[config.mk]
export PLATFORM = sky130hd
export DESIGN_NAME = ysyx_24070014_lsu
export DESIGN_NICKNAME = d
export VERILOG_FILES = /design/src/rtl/ysyx_24070014_lsu.sv
export SDC_FILE = /design/constraint.sdc
export NUM_CORES = 1
export LEC_CHECK = 0
export BUFFER_PORTS_ARGS = -buffer_cell sky130_fd_sc_hd__buf_2
export CORE_MARGIN = 1
export CORE_UTILIZATION = 25
export CTS_CLUSTER_SIZE = 14
export DETAILED_ROUTE_END_ITERATION = 7
export GPL_TIMING_DRIVEN = 0
export PLACE_DENSITY = 0.6
export SYNTH_ARGS = -nofsm -noshare
export SYNTH_HDL_FRONTEND = slang
export SYNTH_SLANG_ARGS = --single-unit
[constraint.sdc]
create_clock -name clk -period 1.85 [get_ports clk]
set_input_delay 0.37 -clock clk [delete_from_list [all_inputs] [get_ports clk]]
set_output_delay 0.37 -clock clk [all_outputs]
set_load 0.03 [all_outputs]
[src/rtl/ysyx_24070014_lsu.sv]
// ysyx_24070014_lsu: non-pipelined RV32I load/store unit with lane alignment and extension
module ysyx_24070014_lsu #(
  parameter int ADDR_LEN = 32,
  parameter int DATA_LEN = 32
) (
  input  logic                clk,
  input  logic                reset,
  input  logic                req_valid,
  output logic                req_ready,
  input  logic                req_write,
  input  logic [2:0]          req_funct3,
  input  logic [ADDR_LEN-1:0] req_addr,
  input  logic [DATA_LEN-1:0] req_wdata,
  output logic                mem_valid,
  input  logic                mem_ready,
  output logic                mem_wen,
  output logic [ADDR_LEN-1:0] mem_addr,
  output logic [DATA_LEN-1:0] mem_wdata,
  output logic [3:0]          mem_wmask,
  input  logic                mem_rvalid,
  input  logic [DATA_LEN-1:0] mem_rdata,
  output logic                resp_valid,
  input  logic                resp_ready,
  output logic [DATA_LEN-1:0] resp_data,
  output logic                resp_err
);
  typedef enum logic [1:0] {IDLE, REQ, WAIT_R, RESP} state_t;
  state_t state, state_n;
  logic [2:0] f3;
  logic [1:0] off;
  logic [1:0] o;
  logic bad_f3, mis, bad;
  logic [3:0] wmask;
  logic [DATA_LEN-1:0] wdata, r, ext;
  assign req_ready  = state == IDLE;
  assign mem_valid  = state == REQ;
  assign resp_valid = state == RESP;
  always_comb begin
    o      = req_addr[1:0];
    bad_f3 = req_write ? (req_funct3[2] | &req_funct3[1:0])
                       : (&req_funct3[1:0] | (req_funct3[2] & req_funct3[1]));
    mis    = (req_funct3[1:0] == 2'b01 && o[0]) || (req_funct3[1:0] == 2'b10 && o != 2'b00);
    bad    = bad_f3 | mis;
    wmask  = !req_write ? 4'b0000 :
             req_funct3[1:0] == 2'b00 ? 4'b0001 << o :
             req_funct3[1:0] == 2'b01 ? 4'b0011 << o : 4'b1111;
    wdata  = !req_write ? '0 :
             req_funct3[1:0] == 2'b00 ? {{(DATA_LEN-8){1'b0}}, req_wdata[7:0]} << {o, 3'b000} :
             req_funct3[1:0] == 2'b01 ? {{(DATA_LEN-16){1'b0}}, req_wdata[15:0]} << {o, 3'b000} : req_wdata;
    r      = mem_rdata >> {off, 3'b000};
    ext    = f3[1:0] == 2'b00 ? {{(DATA_LEN-8){r[7] & ~f3[2]}}, r[7:0]} :
             f3[1:0] == 2'b01 ? {{(DATA_LEN-16){r[15] & ~f3[2]}}, r[15:0]} : r;
  end
  always_comb begin
    state_n = state;
    case (state)
      IDLE:    state_n = req_valid ? (bad ? RESP : REQ) : IDLE;
      REQ:     state_n = mem_ready ? (mem_wen ? RESP : WAIT_R) : REQ;
      WAIT_R:  state_n = mem_rvalid ? RESP : WAIT_R;
      default: state_n = resp_ready ? IDLE : RESP;
    endcase
  end
  always_ff @(posedge clk) begin
    if (!reset) begin
      state     <= IDLE;
      mem_wen   <= 1'b0;
      mem_addr  <= '0;
      mem_wdata <= '0;
      mem_wmask <= 4'b0000;
      resp_data <= '0;
      resp_err  <= 1'b0;
      f3        <= 3'b000;
      off       <= 2'b00;
    end else begin
      state <= state_n;
      if (state == IDLE && req_valid) begin
        mem_wen   <= req_write;
        mem_addr  <= {req_addr[ADDR_LEN-1:2], 2'b00};
        mem_wdata <= wdata;
        mem_wmask <= wmask;
        resp_data <= '0;
        resp_err  <= bad;
        f3        <= req_funct3;
        off       <= o;
      end
      if (state == WAIT_R && mem_rvalid) resp_data <= ext;
    end
  end
endmodule

Word-level counts from Yosys, hierarchy flattened
Index checks and enable logic that the tools add are counted.
{ "totals": {"reg_bits": 107, "inputBits": 106, "elab_cells": 56} }
{ "classes": {"n_eq_ne": 6, "n_shift": 5, "mux": 18, "bitwise_logic": 7, "n_reduce_logical": 11} }
{ "op_table": {"columns": ["operator", "n"], "rows": [
  ["$mux 32", 7],
  ["$shl 16x5->32", 1],
  ["$shl 8x5->32", 1],
  ["$shr 32x5->32", 1],
  ["$mux 4", 3],
  ["$mux 2", 4],
  ["$eq 2x1->1 const B", 3],
  ["$eq 2x2->1 const B", 3],
  ["$logic_not 2->1", 3],
  ["$pmux 2 s3", 1],
  ["$logic_and 1x1->1", 4],
  ["$reduce_bool 2->1", 2],
  ["$shl 1x2->4 const A", 1],
  ["$shl 2x2->4 const A", 1],
  ["$and 1x1->1", 3],
  ["$mux 1", 3],
  ["$or 1x1->1", 3],
  ["$reduce_and 2->1", 1],
  ["$logic_or 1x1->1", 1],
  ["$not 1->1", 1]
]} }

Logic depth before layout (Yosys ltp)
Gate-level depths: netlist (run 1).
{ "logic_depth": {"depth_word": 7, "mapped_depth": 7} }

Worst setup path before layout (run 1)
No wires, ideal clock.
{ "synth_path": {"path_type": "in2reg", "from": "input port req_addr[0]", "to": "register mem_wmask[2]", "arrival_time_ps": 1687, "t_required_ps": 1723, "path_slack_ps": 36, "stages": 6, "path_buffers": 1, "path_cell_list": "clkbuf_1 > clkinv_1 > ha_1 > mux2_2 > o211ai_1 > a21boi_0"} }
{ "synth_via": {"elab_chain_cells": 4, "elab_cells_between_ends": 5, "classes_between": "2 x shift; 3 x mux"} }
{ "synth_rtl": {"columns": ["item", "line_no", "text"], "rows": [
  ["start: declaration", "12", "input logic [ADDR_LEN-1:0] req_addr,"],
  ["$shl 2x2->4", "46", "req_funct3[1:0] == 2'b01 ? 4'b0011 << o : 4'b1111;"],
  ["$mux 4", "46", null],
  ["$mux 4 (*)", "45", "req_funct3[1:0] == 2'b00 ? 4'b0001 << o :"],
  ["$mux 4 (*)", "44", "wmask = !req_write ? 4'b0000 :"],
  ["end signal: assignment", "80", "mem_wmask <= wmask;"],
  ["end: declaration", "19", "output logic [3:0] mem_wmask,"]
]} }
Every way passes the cells marked *; elsewhere a longest branch is shown, timed or not.
A chain may end at the register's enable or synchronous reset.

Final worst setup path (run 1)
{ "layout_path": {"from": "register off[1]", "to": "register resp_data[13]"} }
{ "layout_via": {"elab_chain_cells": 4, "elab_cells_between_ends": 5, "classes_between": "1 x shift; 3 x mux; 1 x bitwise"} }
{ "layout_rtl": {"columns": ["item", "line_no", "text"], "rows": [
  ["start: declaration", "30", "logic [1:0] off;"],
  ["start signal: assignment", "84", "off <= o;"],
  ["$shr 32x5->32 (*)", "50", "r = mem_rdata >> {off, 3'b000};"],
  ["$mux 32 / $and 1x1->1 (equally long branches)", "52, 51", null],
  ["$mux 32 (*)", "51", "ext = f3[1:0] == 2'b00 ? {{(DATA_LEN-8){r[7] & ~f3[2]}}, r[7:0]} :"],
  ["$mux 32 (*)", "86", "if (state == WAIT_R && mem_rvalid) resp_data <= ext;"],
  ["end signal: assignment", "86", null],
  ["end: declaration", "24", "output logic [DATA_LEN-1:0] resp_data,"]
]} }
Marked as above.

==> results.md, run 1 <==
* DR WL/cell at 16.6 µm
* Share of post-route cells with drive strength above 1 at 30.9%
* Area taken by multi-input logic gates at 2750 µm²
* Post-synth EDFFs at 0
* DR iter-0 viols at 186
* CP required at 2160 ps
* Adder-Cell Fraction of Synth Area at 0.977%
* CTS Root Cell: clkbuf_16
* Final Power at 5.95 mW
* Drt drc at 0
* Synth Flop Type: dfxtp_1
* CTS Hold Bufs at 0
* Worst slew margin at 46.4%
* Dpl hpwl at 13700 µm
* Sequential area share after synthesis at 41.8%
* Placed insts at 1073
* Hold Path Class: input port to flip-flop
* Fin crit share at 94.7%
* Layout Area Growth over Synthesis at 33.1%
* CP cell instances: inv_1, clkbuf_1, or3_1, a31oi_4, a22o_1
* Final Setup Violations at 0
* Final cell count without fillers at 1088
* Critical Path Max Stage Delay at 480 ps
* Via Count at 5232
* Worst Skew at 11.3 ps
* Slowest stage cell, crit path: or3_1
* Total track usage at 17.1%
* Drt via density at 4.81
* Crit. End Element: flip-flop
* Clk slew on worst S/H paths at 80 ps
* Total negative slack at 0 ps
* H-Tree Depth at 3
* VDD IR max at 0.391 mV
* Clk buf depth at 2
* Die H at 145 µm
* Core footprint at 20200 µm²
* Max Cap Violations at 0
* Tightest Pin Transition at 802 ps
* Post-route ant nets at 0
* Yosys warnings at 0
* Bufs and invs on worst path at 2
* Antenna cells at 0
* Fin util at 33.8%
* Crit Path Max Fanout at 10
* Crit path DAT at 2060 ps
* RePlAce Congestion at 0.851
* Worst setup SP type: flip-flop
* I/O Buffers at 205
* Ports at 211
* Fin. max-slew vios at 0
* Compound-gate portion of the synthesized area at 30.1%
* Flops & latches, synth at 107
* Grt ovf at 0
* Num CTS Buffers at 9
* Nets@finish at 923
* Die X-Extent at 145 µm
* Die area at 21100 µm²
* Syn Inst Count at 597
* Placement row count at 52
* CTS tree: done
* Xor/xnor share of the synthesized area at 0.171%
* Largest net degree at the start of global routing at 20
* Routed WL at 18000 µm
* Pre-Repair DR Iteration Count at 5
* Ys async rst share at 0%
* Global-route wire length before repair at 28100 µm
* Pwr dens at 872 nW/µm²
* Skew-Pair Late Insertion Delay at 370 ps
* Vias in the first global route at 4994
* Max Freq at 571 MHz
* Mux cell area share after synthesis at 6.79%
* Final hold violation count at 0
* Sink Count at 107
* LEAKAGE at 3.09 nW
* Largest family of logic cells by synthesized area: compound AO/OA/AOI/OAI gates
* RSZ-0062 raised after global routing: true
* Netlist cell types at 42
* Starting Density at 25.4%
* Fill cells at 2189
* Critical path class: flip-flop to flip-flop
* Status: completed
* Post-Synth Simple-Gate Area at 15.2%
* Crit path time final at 1750 ps
* Initial antenna violation count at 1
* Register area at 2140 µm²
* Avg Synthesized Cell Area at 8.58 µm²
* Crit-path leading delay family: compound AO/OA/AOI/OAI gates
* Post-Syn Area at 5120 µm²
-- area by class of cell --
type | count | share of cell area (%)
Multi-Input combinational cell | 432 | 40.4
Clock inverter | 7 | 0.881
Tap cell | 270 | 4.95
Buffer | 54 | 3.69
Sequential cell | 107 | 31.4
Inverter | 3 | 0.183
Timing Repair Buffer | 206 | 15.2
Clock buffer | 9 | 3.30
-- layout by cell type (no fill, tap or decap), drive strengths merged, types with 16 or more instances in the layout --
master and n:
buf 221, o21ai 32, a21oi 29, mux2i 31, nand2 125, a22o 24
clkbuf 48, o2bb2ai 16, dfxtp 107, nor2b 22, a21o 16, a22oi 24
a21boi 44
-- tightest hold or removal path: cells and delay by family --
| kind | cells | cell delay (ps) |
|---|---|---|
| buf+inv | 1 | 90 |
| compound gates | 1 | 60 |
| simple gates | 1 | 40 |
-- timing repair --
action,CTS,global route
cloned,0,0
endpoints found under the setup margin,89,69
pin swaps,0,1
buffers inserted,0,1
gates resized for setup,7,16
-- report_power, final --
group	internal (mW)	switching, mW
sequential	2.46	0.0944
clock	0.939	0.980
combinational	0.498	0.982
-- Yosys cell counts, types with 3 or more instances --
cell type  instances  area [µm²]
a32oi_1            7        61.3
ha_1               4        50.1
a21oi_1           29         145
a21boi_0          44         330
nor2b_1           22         138
o2bb2ai_1         16         140
buf_2              4        20.0
buf_4              3        22.5
a2bb2oi_1          8        70.1
buf_1              9        33.8
mux2i_1           31         310
dfxtp_1          107        2140
nor2_1            10        37.5
a21o_1            16         120
a22oi_1           24         180
nand2b_1           4        25.0
nand2_1          125         469
o21ai_0           32         160
clkbuf_1          38         143
o211ai_1           5        37.5
a22o_1            24         210
nand3_1           11        55.1
-- flip-flops by register name (all words and copies together) (netlist names) --
| name | cells |
|---|---|
| f3 | 3 |
| mem_addr | 30 |
| mem_wdata | 32 |
| mem_wen | 1 |
| mem_wmask | 4 |
| off | 2 |
| resp_data | 32 |
| resp_err | 1 |
| state | 2 |
-- layer usage --
| layer | up-vias | wire length [µm] | part of all wire [%] | GRT usage (%) |
|---|---|---|---|---|
| li1 | 2550 | - | - | - |
| met1 | 2473 | 8320 | 46 | 22.3 |
| met2 | 189 | 8350 | 46 | 27.8 |
| met3 | 18 | 1090 | 6.0 | 3.52 |
| met4 | 2 | 272 | 1.5 | 6.11 |
| met5 | - | 13 | 0.072 | 0 |
-- per-stage QoR --
stage,hold slack [ps],instance area (µm²),worst slack (ps)
CTS,233,6790,8.34
global placement,433,6490,-676
global route,248,6820,-26.3
floorplan,461,5130,35.8
detailed placement,444,6490,-632
finish,248,6820,98.2
-- logic make-up after synthesis --
kind of cell	after synthesis
DFF	107
AOI/OAI and AO/OA	211
other	1
buffers and inverters	59
adders and majority gates	4
muxes	34
and+or+nand+nor	180
xor gates and xnor gates	1
-- path summary, 6_finish.rpt --
check                     start  depth (start not counted)  slack, ps             to
hold reg to reg   mem_wdata[28]                          2        460  mem_wdata[28]
setup reg to reg         off[1]                          5        100  resp_data[13]
setup / recovery         off[1]                          5        100  resp_data[13]
hold / removal     req_addr[18]                          3        250   mem_addr[18]
(Power assumes the default switching activity.)
==> run 2, diff against run 1 <==
==> constraint.sdc (replaced) <==
create_clock -name clk -period 1.85 [get_ports clk]
set_input_delay 0.0925 -clock clk [delete_from_list [all_inputs] [get_ports clk]]
set_output_delay 0.0925 -clock clk [all_outputs]
set_load 0.03 [all_outputs]
==> results.md, run 2 (synthesis gave the netlist of run 1 again) <==
* Global-route wire length before repair at 28700 µm (was 28100 µm)
* Die area at 21100 µm² (unchanged)
* Critical path class: flip-flop to flip-flop (unchanged)
* CP required at 2110 ps (was 2160 ps)
* Die X-Extent at 145 µm (unchanged)
* Busiest grt layer: met2 (unchanged)
* Total track usage at 17.4% (was 17.1%)
* Crit path DAT at 1980 ps (was 2060 ps)
* Crit Path Max Fanout at 10 (unchanged)
* Largest net degree at the start of global routing at 20 (unchanged)
* Total negative slack at 0 ps (unchanged)
* Reg2reg setup slack at 130 ps (was 100 ps)
* Skew-Pair Late Insertion Delay at 370 ps (about the same)
* Final worst slack at 127 ps (was 98.2 ps)
* Nets@finish at 959 (was 923)
* Hold Path Class: input port to flip-flop (unchanged)
* Clk slew on worst S/H paths at 80 ps (about the same)
* Most frequent cells in the layout: 208 x buf_2, 125 x nand2_1, 105 x dfxtp_1 (unchanged)
* Commonest non-fill, non-tap cell in the layout: buf_2 (unchanged)
* GR Layer Usage met2 at 28.3% (was 27.8%)
* RePlAce Congestion at 0.851 (unchanged)
* Top Registers: mem_wdata x32, resp_data x32, mem_addr x30 (unchanged)
* Reg2Reg Depth at 6 (was 5)
* Pre-Repair DR Iteration Count at 4 (was 5)
* Ports at 211 (unchanged)
* Tightest Pin Transition at 812 ps (was 802 ps)
* Drt drc at 0 (unchanged)
* Die H at 145 µm (unchanged)
* Fin. max-slew vios at 0 (unchanged)
* Fin util at 35.6% (was 33.8%)
* Critical Path Max Stage Delay at 420 ps (was 480 ps)
* Crit path time final at 1720 ps (was 1750 ps)
* RSZ-0062 raised after global routing: false (was true)
* CTS tree: done (unchanged)
* Met3 usage at 3.71% (was 3.52%)
* Status: completed (unchanged)
* Sink Count at 107 (unchanged)
* Worst setup SP type: flip-flop (unchanged)
* Hold depth at 3 (unchanged)
* Crit. End Element: flip-flop (unchanged)
* DR WL/cell at 16.3 µm (was 16.6 µm)
* Slowest stage cell, crit path: dfxtp_2 (was or3_1)
* VDD IR max at 0.391 mV (about the same)
* Dpl hpwl at 13700 µm (unchanged)
* Final Setup Violations at 0 (unchanged)
* Grt ovf at 0 (unchanged)
* Final hold violation count at 0 (unchanged)
* CP cell instances: and3b_1, buf_2, and3_1, clkbuf_2, a22o_1, a21o_1 (was inv_1, clkbuf_1, or3_1, a31oi_4, a22o_1)
* Max Freq at 580 MHz (was 571 MHz)
* LEAKAGE at 3.23 nW (was 3.09 nW)
* Vias in the first global route at 5182 (was 4994)
* Placement row count at 52 (unchanged)
* Met1 GRT Util at 22.3% (about the same)
* Clk buf depth at 2 (unchanged)
* Routed WL at 18400 µm (was 18000 µm)
* CTS Root Cell: clkbuf_16 (unchanged)
* Fin crit share at 93.1% (was 94.7%)
* Worst slew margin at 45.7% (was 46.4%)
* Layout Area Growth over Synthesis at 40.0% (was 33.1%)
* Via Count at 5325 (was 5232)
* Starting Density at 25.4% (unchanged)
* Post-route ant nets at 0 (unchanged)
* I/O Buffers at 205 (unchanged)
* Max Cap Violations at 0 (unchanged)
* Core footprint at 20200 µm² (unchanged)
* Drt via density at 4.73 (was 4.81)
* H-Tree Depth at 3 (unchanged)
* Worst Skew at 11.7 ps (was 11.3 ps)
* Pwr dens at 838 nW/µm² (was 872 nW/µm²)
* Initial antenna violation count at 2 (was 1)
* Num CTS Buffers at 9 (unchanged)
* Share of post-route cells with drive strength above 1 at 29.4% (was 30.9%)
* Pre-CTS WS at -355 ps (was -632 ps)
* DR iter-0 viols at 203 (was 186)
run 2: changes by cell type in the layout (fill, tap and decap cells not counted), sizes merged:
cell | previous run | this run
clkinvlp | 2 | 3
buf | 221 | 222
dlygate4sd3 | 0 | 35
clkinv | 3 | 2
diode | 0 | 1
run 2: worst paths after layout:
| check | start | endpoint |
|---|---|---|
| hold / removal | req_addr[9] | mem_addr[9] |
| setup reg to reg | state[0] | resp_data[24] |
| setup / recovery | state[0] | resp_data[24] |
| hold reg to reg | mem_wdata[28] | mem_wdata[28] |
run 2: metrics by stage:
| step | area, µm² | hold WS [ps] | power [mW] | cells |
|---|---|---|---|---|
| after floorplan | 5130 | 237 | 3.52 | 598 |
| after global placement | 6490 | 345 | 4.06 | 1073 |
| after detailed placement | 6490 | 353 | 4.07 | 1073 |
| after CTS | 7140 | 2.79 | 6.08 | 1124 |
| after global routing | 7180 | 25.6 | 6.32 | 1125 |
| final | 7180 | 6.16 | 6.01 | 1125 |
run 2: per-layer routing:
layer,wire length (µm),share of wire [%],up-vias
met5,13,0.071,-
met4,366,2.0,2
met3,1120,6.1,24
met2,8510,46,187
met1,8370,46,2486
li1,-,-,2626
run 2: cell type report:
class | count | area (µm²)
Antenna cell | 1 | 2.50
Buffer | 55 | 258
Clock buffer | 9 | 225
Clock inverter | 7 | 60.1
Fill cell | 2154 | 13000
Inverter | 3 | 15.0
Multi-Input combinational cell | 432 | 2750
Sequential cell | 107 | 2140
Tap cell | 270 | 338
Timing Repair Buffer | 241 | 1380
run 2: timing repair:
item / CTS / global route
cloned: 0 / 0
pin swaps: 0 / 1
resized for setup: 6 / 16
endpoints found under the setup margin: 89 / 64
hold endpoints to repair: 35 / 0
setup buffers: 0 / 1
hold buffers: 35 / 0
run 2: critical path: cells and delay by family (launching register included):
kind	cells	cell delay (ps)
DFF	1	420
and+or+nand+nor	2	430
buffers and inverters	2	390
AOI/OAI and AO/OA	2	380
run 2: report_power, final:
group	total (mW)	switching [mW]	internal, mW
sequential	2.55	0.0951	2.46
clock	1.92	0.984	0.940
combinational	1.54	0.992	0.548
total	6.01	2.07	3.94
==> run 3, diff against run 2 <==
==> constraint.sdc (replaced) <==
create_clock -name clk -period 1.85 [get_ports clk]
set_input_delay 0.2775 -clock clk [delete_from_list [all_inputs] [get_ports clk]]
set_output_delay 0.2775 -clock clk [all_outputs]
set_load 0.03 [all_outputs]
==> results.md, run 3 (synthesis gave the netlist of run 1 again) <==
* Top Registers: mem_wdata x32, resp_data x32, mem_addr x30 (unchanged)
* Commonest non-fill, non-tap cell in the layout: buf_2 (unchanged)
* DR iter-0 viols at 178 (was 203)
* DR WL/cell at 16.5 µm (was 16.3 µm)
* Global-route wire length before repair at 28100 µm (was 28700 µm)
* Clk slew on worst S/H paths at 80 ps (about the same)
* Max Freq at 581 MHz (was 580 MHz)
* Bufs and invs on worst path at 3 (was 2)
* Drt drc at 0 (unchanged)
* Fill cells at 2190 (was 2154)
* Largest net degree at the start of global routing at 20 (unchanged)
* Grt ovf at 0 (unchanged)
* I/O Buffers at 205 (unchanged)
* Total negative slack at 0 ps (unchanged)
* RePlAce Congestion at 0.851 (unchanged)
* Final Setup Violations at 0 (unchanged)
* Crit. End Element: flip-flop (unchanged)
* H-Tree Depth at 3 (unchanged)
* Share of post-route cells with drive strength above 1 at 30.8% (was 29.4%)
* Worst Skew at 10.8 ps (was 11.7 ps)
* Worst hold slack at 155 ps (was 6.16 ps)
* Final hold violation count at 0 (unchanged)
* Initial antenna violation count at 1 (was 2)
* Final Power at 5.96 mW (was 6.01 mW)
* Worst slew margin at 46.0% (was 45.7%)
* Crit Path Max Fanout at 10 (unchanged)
* Clk buf depth at 2 (unchanged)
* Critical path class: input port to flip-flop (was flip-flop to flip-flop)
* Sink Count at 107 (unchanged)
* Post-route ant nets at 0 (unchanged)
* RSZ-0062 raised after global routing: false (unchanged)
* Status: completed (unchanged)
* Pwr dens at 873 nW/µm² (was 838 nW/µm²)
* Critical Path Max Stage Delay at 580 ps (was 420 ps)
* Crit-path leading delay family: buffers and inverters (was simple AND/OR/NAND/NOR gates)
* Pre-CTS WS at -540 ps (was -355 ps)
* CTS tree: done (unchanged)
* Tightest Pin Transition at 807 ps (was 812 ps)
* CP cell instances: clkbuf_1, clkbuf_1, clkbuf_1, nand2_1, a21oi_1 (was and3b_1, buf_2, and3_1, clkbuf_2, a22o_1, a21o_1)
* Crit path time final at 1720 ps (about the same)
* Die area at 21100 µm² (unchanged)
* CTS Hold Bufs at 0 (was 35)
* Num CTS Buffers at 9 (unchanged)
* Crit path DAT at 2010 ps (was 1980 ps)
* LEAKAGE at 3.09 nW (was 3.23 nW)
* Routed WL at 18000 µm (was 18400 µm)
* CP most frequent cell: clkbuf_1
* Fin crit share at 93.1% (about the same)
* Layout Area Growth over Synthesis at 33.1% (was 40.0%)
* Placement row count at 52 (unchanged)
* Total track usage at 17.1% (was 17.4%)
* Slowest stage cell, crit path: clkbuf_1 (was dfxtp_2)
* Nets@finish at 924 (was 959)
* Pre-Repair DR Iteration Count at 5 (was 4)
* Starting Density at 25.4% (unchanged)
* Via Count at 5208 (was 5325)
* Ports at 211 (unchanged)
* Antenna cells at 0 (was 1)
* CTS Root Cell: clkbuf_16 (unchanged)
* Skew-Pair Late Insertion Delay at 360 ps (was 370 ps)
* Most frequent cells in the layout: 208 x buf_2, 125 x nand2_1, 105 x dfxtp_1 (unchanged)
* Hold Path Class: input port to flip-flop (unchanged)
* Vias in the first global route at 4994 (was 5182)
* Fin. max-slew vios at 0 (unchanged)
* Core footprint at 20200 µm² (unchanged)
* Worst setup SP type: input port (was flip-flop)
* CP required at 2130 ps (was 2110 ps)
* Max Cap Violations at 0 (unchanged)
* Final worst slack at 128 ps (was 127 ps)
* Die H at 145 µm (unchanged)
* Drt via density at 4.78 (was 4.73)
* Die X-Extent at 145 µm (unchanged)
* VDD IR max at 0.392 mV (was 0.391 mV)
* Dpl hpwl at 13700 µm (unchanged)
## run 3: stage by stage
stage	util [%]	area, µm²	cells
after global routing	33.8	6820	1089
after floorplan	-	5130	598
after detailed placement	32.2	6490	1073
after global placement	32.2	6490	1073
after CTS	33.6	6790	1088
final	33.8	6820	1089
## run 3: where the power goes
part	leakage [nW]	switching (mW)	internal [mW]
Combinational	2.08	0.984	0.500
Clock	0.136	0.982	0.940
Sequential	0.872	0.0935	2.46
## run 3: layer usage
layer	GRT usage, %	up-vias	part of all wire [%]
met5	0	-	0.072
met4	6.11	2	1.7
met3	3.52	20	6.1
met2	27.8	187	46
met1	22.3	2448	46
li1	-	2551	-
## run 3: final timing paths
check / start / end / slack (ps) / depth (start not counted)
max: reset / state[0] / 130 / 5
min: req_addr[18] / mem_addr[18] / 150 / 3
max reg2reg: state[0] / resp_data[24] / 140 / 6
min reg2reg: mem_wdata[28] / mem_wdata[28] / 460 / 2
## run 3: worst reg2reg max path, delay by kind of cell (launching register included)
family,cells,cell delay (ps)
and+or+nand+nor,2,420
DFF,1,410
buffers and inverters,2,390
AOI/OAI and AO/OA,2,390
## run 3: area by class of cell
class,count,area [µm²],area share [%]
plain buffers,55,259,3.80
clock buffers,9,225,3.30
clock inverters,7,60.1,0.880
inverters,3,12.5,0.183
multi-input cells,432,2750,40.3
flip-flops and latches,107,2140,31.4
well taps,270,338,4.95
repair buffers,206,1030,15.2
## run 3: what timing repair did
action,CTS,global route
setup buffers,0,1
cloned,0,0
pin swaps,0,1
gates resized for setup,7,16
endpoints found under the setup margin,89,66
